### config.mk
export PLATFORM = sky130hd
export DESIGN_NAME = psk_symbol_detector_flat
export DESIGN_NICKNAME = d
export VERILOG_FILES = /design/src/rtl/psk_symbol_detector_if.sv /design/src/rtl/psk_symbol_detector.sv /design/src/flat_wrapper.sv
export SDC_FILE = /design/constraint.sdc
export NUM_CORES = 1
export LEC_CHECK = 0
export ABC_AREA = 1
export BUFFER_PORTS_ARGS = -buffer_cell sky130_fd_sc_hd__buf_2
export CELL_PAD_IN_SITES_DETAIL_PLACEMENT = 1
export CELL_PAD_IN_SITES_GLOBAL_PLACEMENT = 1
export CORE_MARGIN = 3
export CORE_UTILIZATION = 33
export DETAILED_ROUTE_END_ITERATION = 16
export PLACE_DENSITY = 0.67
export SLEW_MARGIN = 10
export SYNTH_ARGS = -nofsm -noshare
export SYNTH_HDL_FRONTEND = slang
export SYNTH_SLANG_ARGS = --single-unit
export TNS_END_PERCENT = 30
### constraint.sdc
create_clock -name clk -period 2.1 [get_ports clk]
set_clock_uncertainty 0.1 [all_clocks]
set_input_delay 0.21 -clock clk [delete_from_list [all_inputs] [get_ports clk]]
set_output_delay 0.21 -clock clk [all_outputs]
set_load 0.01 [all_outputs]
### src/rtl/psk_symbol_detector_if.sv
// psk_symbol_detector_if
// Groups the sample streams and the symbol output stream of the PSK symbol
// detector into one bundle.
//   I_tdata/I_tvalid   : signed in-phase sample stream
//   Q_tdata/Q_tvalid   : signed quadrature sample stream
//   sym_tdata/sym_tvalid/sym_tready : decided symbol stream {I_bit, Q_bit}
// Modports:
//   master : the side that produces samples and consumes symbols
//   slave  : the detector itself
interface psk_symbol_detector_if #(
  parameter int WIDTH = 16
) ();
  logic signed [WIDTH-1:0] I_tdata;
  logic                    I_tvalid;
  logic signed [WIDTH-1:0] Q_tdata;
  logic                    Q_tvalid;
  logic [1:0]              sym_tdata;
  logic                    sym_tvalid;
  logic                    sym_tready;

  modport master (
    output I_tdata, I_tvalid, Q_tdata, Q_tvalid, sym_tready,
    input  sym_tdata, sym_tvalid
  );

  modport slave (
    input  I_tdata, I_tvalid, Q_tdata, Q_tvalid, sym_tready,
    output sym_tdata, sym_tvalid
  );
endinterface

### src/rtl/psk_symbol_detector.sv
// psk_symbol_detector
// Integrate-and-dump BPSK/QPSK symbol slicer. I and Q samples are summed over
// SPS accepted samples; on the last sample of a symbol (DUMP) the signs of
// the two totals form the symbol, which is placed in a held output register
// with a valid/ready handshake.
// Ports:
//   clk       : clock, rising edge
//   rst       : asynchronous, active-low reset
//   bus       : psk_symbol_detector_if.slave (sample inputs, symbol output)
//   mode      : 0 = BPSK, 1 = QPSK; only looked at on the DUMP sample
//   sync      : restart the symbol phase (partial sums discarded)
//   sym_count : symbols loaded into the output register, wraps at 16 bits
//   overrun   : sticky, a symbol was dropped because the output was full
//   squelched : one-cycle pulse, a low-energy symbol was suppressed
// Optional feature: define PSK_DET_SQUELCH_EN to enable the magnitude squelch
// (|accI| + |accQ| < SQ_THRESH suppresses the symbol). Without it squelched
// is tied low and no metric logic is built.
module psk_symbol_detector #(
  parameter int WIDTH     = 16,
  parameter int SPS       = 4,
  parameter int SQ_THRESH = 64
) (
  input  logic                  clk,
  input  logic                  rst,
  psk_symbol_detector_if.slave  bus,
  input  logic                  mode,
  input  logic                  sync,
  output logic [15:0]           sym_count,
  output logic                  overrun,
  output logic                  squelched
);

  localparam int ACC_W = WIDTH + $clog2(SPS);
  localparam int CNT_W = (SPS > 1) ? $clog2(SPS) : 1;
  localparam logic [CNT_W-1:0] LAST = CNT_W'(SPS - 1);

  // The phase counter is the block's state; ACCUM/DUMP is decoded from it.
  typedef enum logic {ACCUM, DUMP} phase_t;

  logic             accept;
  logic [CNT_W-1:0] cnt_reg;
  logic [CNT_W-1:0] cnt_base;
  phase_t           phase;
  logic             dump;

  logic signed [WIDTH-1:0] sample [2];
  logic signed [ACC_W-1:0] total  [2];

  logic       squelch_hit;
  logic       load;
  logic       drop;
  logic [1:0] sym_data_next;
  logic [1:0] sym_data_reg;
  logic       sym_valid_reg;
  logic [15:0] sym_count_reg;
  logic       overrun_reg;

  assign accept    = bus.I_tvalid && bus.Q_tvalid;
  assign sample[0] = bus.I_tdata;
  assign sample[1] = bus.Q_tdata;

  // sync acts combinationally so a sample arriving with it starts the new
  // symbol instead of landing in the old one.
  assign cnt_base = sync ? '0 : cnt_reg;
  assign phase    = (cnt_base == LAST) ? DUMP : ACCUM;
  assign dump     = accept && (phase == DUMP);

  always_ff @(posedge clk or negedge rst) begin
    if (!rst) begin
      cnt_reg <= '0;
    end else if (accept) begin
      cnt_reg <= dump ? '0 : cnt_base + CNT_W'(1);
    end else if (sync) begin
      cnt_reg <= '0;
    end
  end

`ifdef PSK_DET_SQUELCH_EN
  logic [ACC_W:0] abs_val [2];
`endif

  genvar gi;
  generate
    for (gi = 0; gi < 2; gi++) begin : g_chan
      logic signed [ACC_W-1:0] acc_reg;
      logic signed [ACC_W-1:0] acc_base;

      assign acc_base  = sync ? '0 : acc_reg;
      // Size cast of a signed operand sign-extends into the accumulator.
      assign total[gi] = acc_base + ACC_W'(sample[gi]);

      always_ff @(posedge clk or negedge rst) begin
        if (!rst) begin
          acc_reg <= '0;
        end else if (accept) begin
          acc_reg <= dump ? '0 : total[gi];
        end else if (sync) begin
          acc_reg <= '0;
        end
      end

`ifdef PSK_DET_SQUELCH_EN
      // One extra bit so that the magnitude of the most negative total fits.
      logic [ACC_W:0] ext;
      assign ext         = {total[gi][ACC_W-1], total[gi]};
      assign abs_val[gi] = total[gi][ACC_W-1] ? (ACC_W+1)'(-ext) : ext;
`endif
    end
  endgenerate

`ifdef PSK_DET_SQUELCH_EN
  localparam logic [31:0] SQ_LIM = 32'(SQ_THRESH);
  logic [ACC_W:0] metric;
  logic [31:0]    metric_ext;
  logic           squelched_reg;

  assign metric      = abs_val[0] + abs_val[1];
  assign metric_ext  = 32'(metric);
  assign squelch_hit = dump && (metric_ext < SQ_LIM);

  always_ff @(posedge clk or negedge rst) begin
    if (!rst) begin
      squelched_reg <= 1'b0;
    end else begin
      squelched_reg <= squelch_hit;
    end
  end

  assign squelched = squelched_reg;
`else
  logic unused_sq_thresh;
  assign unused_sq_thresh = SQ_THRESH[0];
  assign squelch_hit      = 1'b0;
  assign squelched        = 1'b0;
`endif

  // Sign bit of the total is the decision; a zero total has sign 0.
  assign sym_data_next = {total[0][ACC_W-1], mode & total[1][ACC_W-1]};

  // Free slot: empty now, or the held symbol leaves in this cycle.
  assign load = dump && !squelch_hit && (!sym_valid_reg || bus.sym_tready);
  assign drop = dump && !squelch_hit && sym_valid_reg && !bus.sym_tready;

  always_ff @(posedge clk or negedge rst) begin
    if (!rst) begin
      sym_data_reg  <= 2'b00;
      sym_valid_reg <= 1'b0;
      sym_count_reg <= 16'd0;
      overrun_reg   <= 1'b0;
    end else begin
      if (load) begin
        sym_data_reg  <= sym_data_next;
        sym_valid_reg <= 1'b1;
        sym_count_reg <= sym_count_reg + 16'd1;
      end else if (sym_valid_reg && bus.sym_tready) begin
        sym_valid_reg <= 1'b0;
      end
      if (drop) begin
        overrun_reg <= 1'b1;
      end
    end
  end

  assign bus.sym_tdata  = sym_data_reg;
  assign bus.sym_tvalid = sym_valid_reg;
  assign sym_count      = sym_count_reg;
  assign overrun        = overrun_reg;

endmodule

### src/flat_wrapper.sv
// flat-port wrapper written by rule: the top's interface ports become plain ports
module psk_symbol_detector_flat 
#(
  parameter int WIDTH     = 16,
  parameter int SPS       = 4,
  parameter int SQ_THRESH = 64
)
  (clk, rst, mode, sync, sym_count, overrun, squelched, bus_I_tdata, bus_I_tvalid, bus_Q_tdata, bus_Q_tvalid, bus_sym_tready, bus_sym_tdata, bus_sym_tvalid);
  psk_symbol_detector_if #(.WIDTH(WIDTH)) bus_i ();
  input  logic clk;
  input  logic rst;
  input  logic mode;
  input  logic sync;
  output logic [15:0] sym_count;
  output logic overrun;
  output logic squelched;
  input wire logic [$bits(bus_i.I_tdata)-1:0] bus_I_tdata;
  input wire logic [$bits(bus_i.I_tvalid)-1:0] bus_I_tvalid;
  input wire logic [$bits(bus_i.Q_tdata)-1:0] bus_Q_tdata;
  input wire logic [$bits(bus_i.Q_tvalid)-1:0] bus_Q_tvalid;
  input wire logic [$bits(bus_i.sym_tready)-1:0] bus_sym_tready;
  output wire logic [$bits(bus_i.sym_tdata)-1:0] bus_sym_tdata;
  output wire logic [$bits(bus_i.sym_tvalid)-1:0] bus_sym_tvalid;
  assign bus_i.I_tdata = bus_I_tdata;
  assign bus_i.I_tvalid = bus_I_tvalid;
  assign bus_i.Q_tdata = bus_Q_tdata;
  assign bus_i.Q_tvalid = bus_Q_tvalid;
  assign bus_i.sym_tready = bus_sym_tready;
  assign bus_sym_tdata = bus_i.sym_tdata;
  assign bus_sym_tvalid = bus_i.sym_tvalid;
  psk_symbol_detector #(.WIDTH(WIDTH), .SPS(SPS), .SQ_THRESH(SQ_THRESH)) u_core (.clk(clk), .rst(rst), .bus(bus_i), .mode(mode), .sync(sync), .sym_count(sym_count), .overrun(overrun), .squelched(squelched));
endmodule
==> metrics.yaml <==
grt:
  first_global_vias: 5339
  grt_max_degree: 24
  grt_antenna_before_repair: 0
  grt_pass1_wl_mm: 25.03
  grtUsageTotal: 0.1949
  overflow: 0
worst_setup_path:
  critPathMaxFanout: 4
  cp-start-kind: "flip-flop"
  r2r_start: "u_core.g_chan[0].acc_reg[0]$_DFF_PN0_"
  reg2reg_depth: 13
  r2r_end: "u_core.g_chan[0].acc_reg[16]$_DFF_PN0_"
  end_kind: "flip-flop"
  crit_arrival_ns: 2.08
  reg2reg_slack_ns: 0.15
  crit_required_ns: 2.23
  worstSetupPathType: "reg -> reg"
yosys:
  yosysSeqAreaShare: 0.3142
  yosys_warnings: 0
  synth.avg_cell_area_um2: 6.590
  ys_async_sr_fraction: 1.000
  synth_area_leader_cell: "dfrtp_1"
  yosys-top-cells-area: "dfrtp_1 (31%), nand2_1 (19%), ha_1 (9.8%), inv_1 (8.5%), nor2_1 (7.2%)"
  syn_nets: 778
  synth_common_cells: "nand2_1 (228), inv_1 (104), nor2_1 (89), dfrtp_1 (58), nand3_1 (45)"
  synth_edf_count: 0
  ys_seq_elements: 58
  synth.most_common_cell: "nand2_1"
  synth.distinct_cells: 31
  syn_area_um2: 4619
  syn_inst: 701
  synth_ff_type: "dfrtp_1"
  yosysTopAreaCellShare: 0.3142
worst_hold_path:
  hold_end: "u_core.bus.sym_tvalid$_DFFE_PN0P_"
  hold_path_startpoint: "bus_sym_tready"
  whs_path_depth: 4
  hold_path_class: "in -> reg"
placement:
  place_ws_ns: -0.2956
  place.gp.congestion: 0.8940
  portBuffers: 58
  hpwl_mm: 11.74
floorplan:
  dieArea_um2: 15450
  ioPinCount: 60
  start_util: 0.3434
  num_rows: 42
  fp.dieH_um: 124.3
  fp.coreArea_um2: 13450
  die_w_um: 124.3
layout:
  drive_above_1_share: 0.2252
  diodes: 0
  largest_register_ffs: 36
  syn_to_final_growth_pct: 32.23
  final_nets: 922
clock_network:
  cts_root_buf: "clkbuf_16"
  clockBufferDepth: 2
  clkLatencyLatePin_ns: 0.33
  cts_max_level: 3
  cts.reportedPaths.clkPinSlew_ns: 0.06
  tritoncts: "built"
  cts_made_buffers: 9
  clkSinkCount: 58
sta:
  min_period_ns: 1.954
  whs_ns: 0.07736
  period_share: 0.9303
  clock.fmax_mhz: 511.9
  fin_tns_setup_ns: 0
  setup_violations: 0
  slew_viol_final: 0
  final_hold_viol_count: 0
  rsz0062_at_grt: "true"
  fin_ws_ns: 0.1464
run:
  drv_cap: 0
route:
  drt_iter0_markers: 186
  vias_per_cell: 4.844
  drt.antenna.violating_nets: 0
  drt_wl_total_mm: 14.67
  vias: 4960
  drc: 0
  firstDrtPassIters: 4
  wl_per_cell_um: 14.33
run_status:
  status: "completed"
pwr:
  ir_worst_vdd_mv: 0.3317
  pwr_density_cell_nw_per_um2: 603.6
  finalPower_mw: 3.687
  power.leakage_nw: 3.401
-- worst max-delay path by stage --
stage                                          start                                     end  slack, ns  cells after the start
5_1_grt        u_core.g_chan[0].acc_reg[0]$_DFF_PN0_  u_core.g_chan[0].acc_reg[16]$_DFF_PN0_      -0.04                     13
6_report       u_core.g_chan[0].acc_reg[0]$_DFF_PN0_  u_core.g_chan[0].acc_reg[16]$_DFF_PN0_       0.15                     13
4_1_cts        u_core.g_chan[0].acc_reg[0]$_DFF_PN0_  u_core.g_chan[0].acc_reg[16]$_DFF_PN0_       0.04                     13
2_1_floorplan                                   sync     u_core.bus.sym_tdata[1]$_DFFE_PN0P_       0.13                     13
3_5_place_dp                                    sync  u_core.g_chan[0].acc_reg[17]$_DFF_PN0_      -0.30                     11
3_3_place_gp                                    sync  u_core.g_chan[0].acc_reg[17]$_DFF_PN0_      -0.23                     11
-- what timing repair did --
item	4_1_cts	5_1_grt
gates resized for setup	3	19
hold buffers	1	0
setup endpoints to repair	6	24
setup buffers	0	1
endpoints found under the hold margin	15	0
pin swaps	1	4
-- power by group --
group | internal (mW) | switching [mW] | leakage [nW]
sequential | 1.21 | 0.0306 | 0.753
clock | 0.879 | 0.531 | 0.137
combinational | 0.450 | 0.588 | 2.51
-- metrics by stage --
stage               instance area (um^2)  utilization  std cells
finish                              6108       0.4541       1024
floorplan                           4619            -        701
CTS                                 6028       0.4481       1023
global route                        6108       0.4541       1024
detailed placement                  5728       0.4258       1008
global placement                    5728       0.4258       1008
-- per-layer routing --
layer	vias to the layer above	track usage	wire (um)
met3	21	0.03130	345
li1	2483	-	-
met4	0	0.06512	295
met2	61	0.3406	7206
met1	2395	0.2442	6822
met5	-	0	0
-- critical path, cell delays in order, from the launching register on --
cell	delay, ns
dfrtp_1	0.32
inv_1	0.04
nor2_2	0.10
ha_2	0.20
inv_1	0.05
fa_2	0.36
o21ai_4	0.19
nand2_1	0.09
nand2_2	0.10
nand2_1	0.07
nand2_1	0.06
nand2_1	0.05
nand3_1	0.06
nand2_1	0.05
-- final cells by class --
| type | instances | area [um^2] |
|---|---|---|
| well taps | 176 | 220.2 |
| repair buffers | 146 | 968.4 |
| clock inverters | 2 | 12.51 |
| flip-flops and latches | 58 | 1451 |
| clock buffers | 12 | 266.5 |
| inverters | 104 | 390.4 |
| multi-input cells | 526 | 2799 |
| fillers | 1803 | 7345 |
-- cells in the final DEF (no fill, tap or decap), types with 2 or more instances in the layout --
cell type	synthesis	final
xor2_1	14	14
ha_4	0	2
nor2_1	89	81
fa_2	0	2
dfrtp_1	58	58
clkbuf_8	0	3
o21ai_0	29	28
nand4_1	3	3
nand3b_1	14	14
nand2_1	228	225
nor2_2	3	11
clkbuf_16	0	9
and2_1	2	2
nand2_2	3	6
buf_2	8	57
buf_4	1	86
inv_1	104	104
ha_1	36	33
a21oi_1	30	27
nor3_2	2	2
xnor2_1	6	6
nor3_1	7	7
a21oi_2	0	3
a22o_1	4	4
nand3_1	45	44
-- kinds of logic (layout without fill, tap and decap cells) --
kind of cell / after synthesis / in the layout / share of synthesized area
and+or+nand+nor: 400 / 400 / 0.3648
buffers and inverters: 117 / 264 / 0.09805
AOI/OAI and AO/OA: 67 / 67 / 0.07801
DFF: 58 / 58 / 0.3142
adders and majority gates: 38 / 38 / 0.1062
xor gates and xnor gates: 20 / 20 / 0.03792
other: 1 / 1 / 0.0008118
No activity file was read; power rests on OpenSTA's default activity.
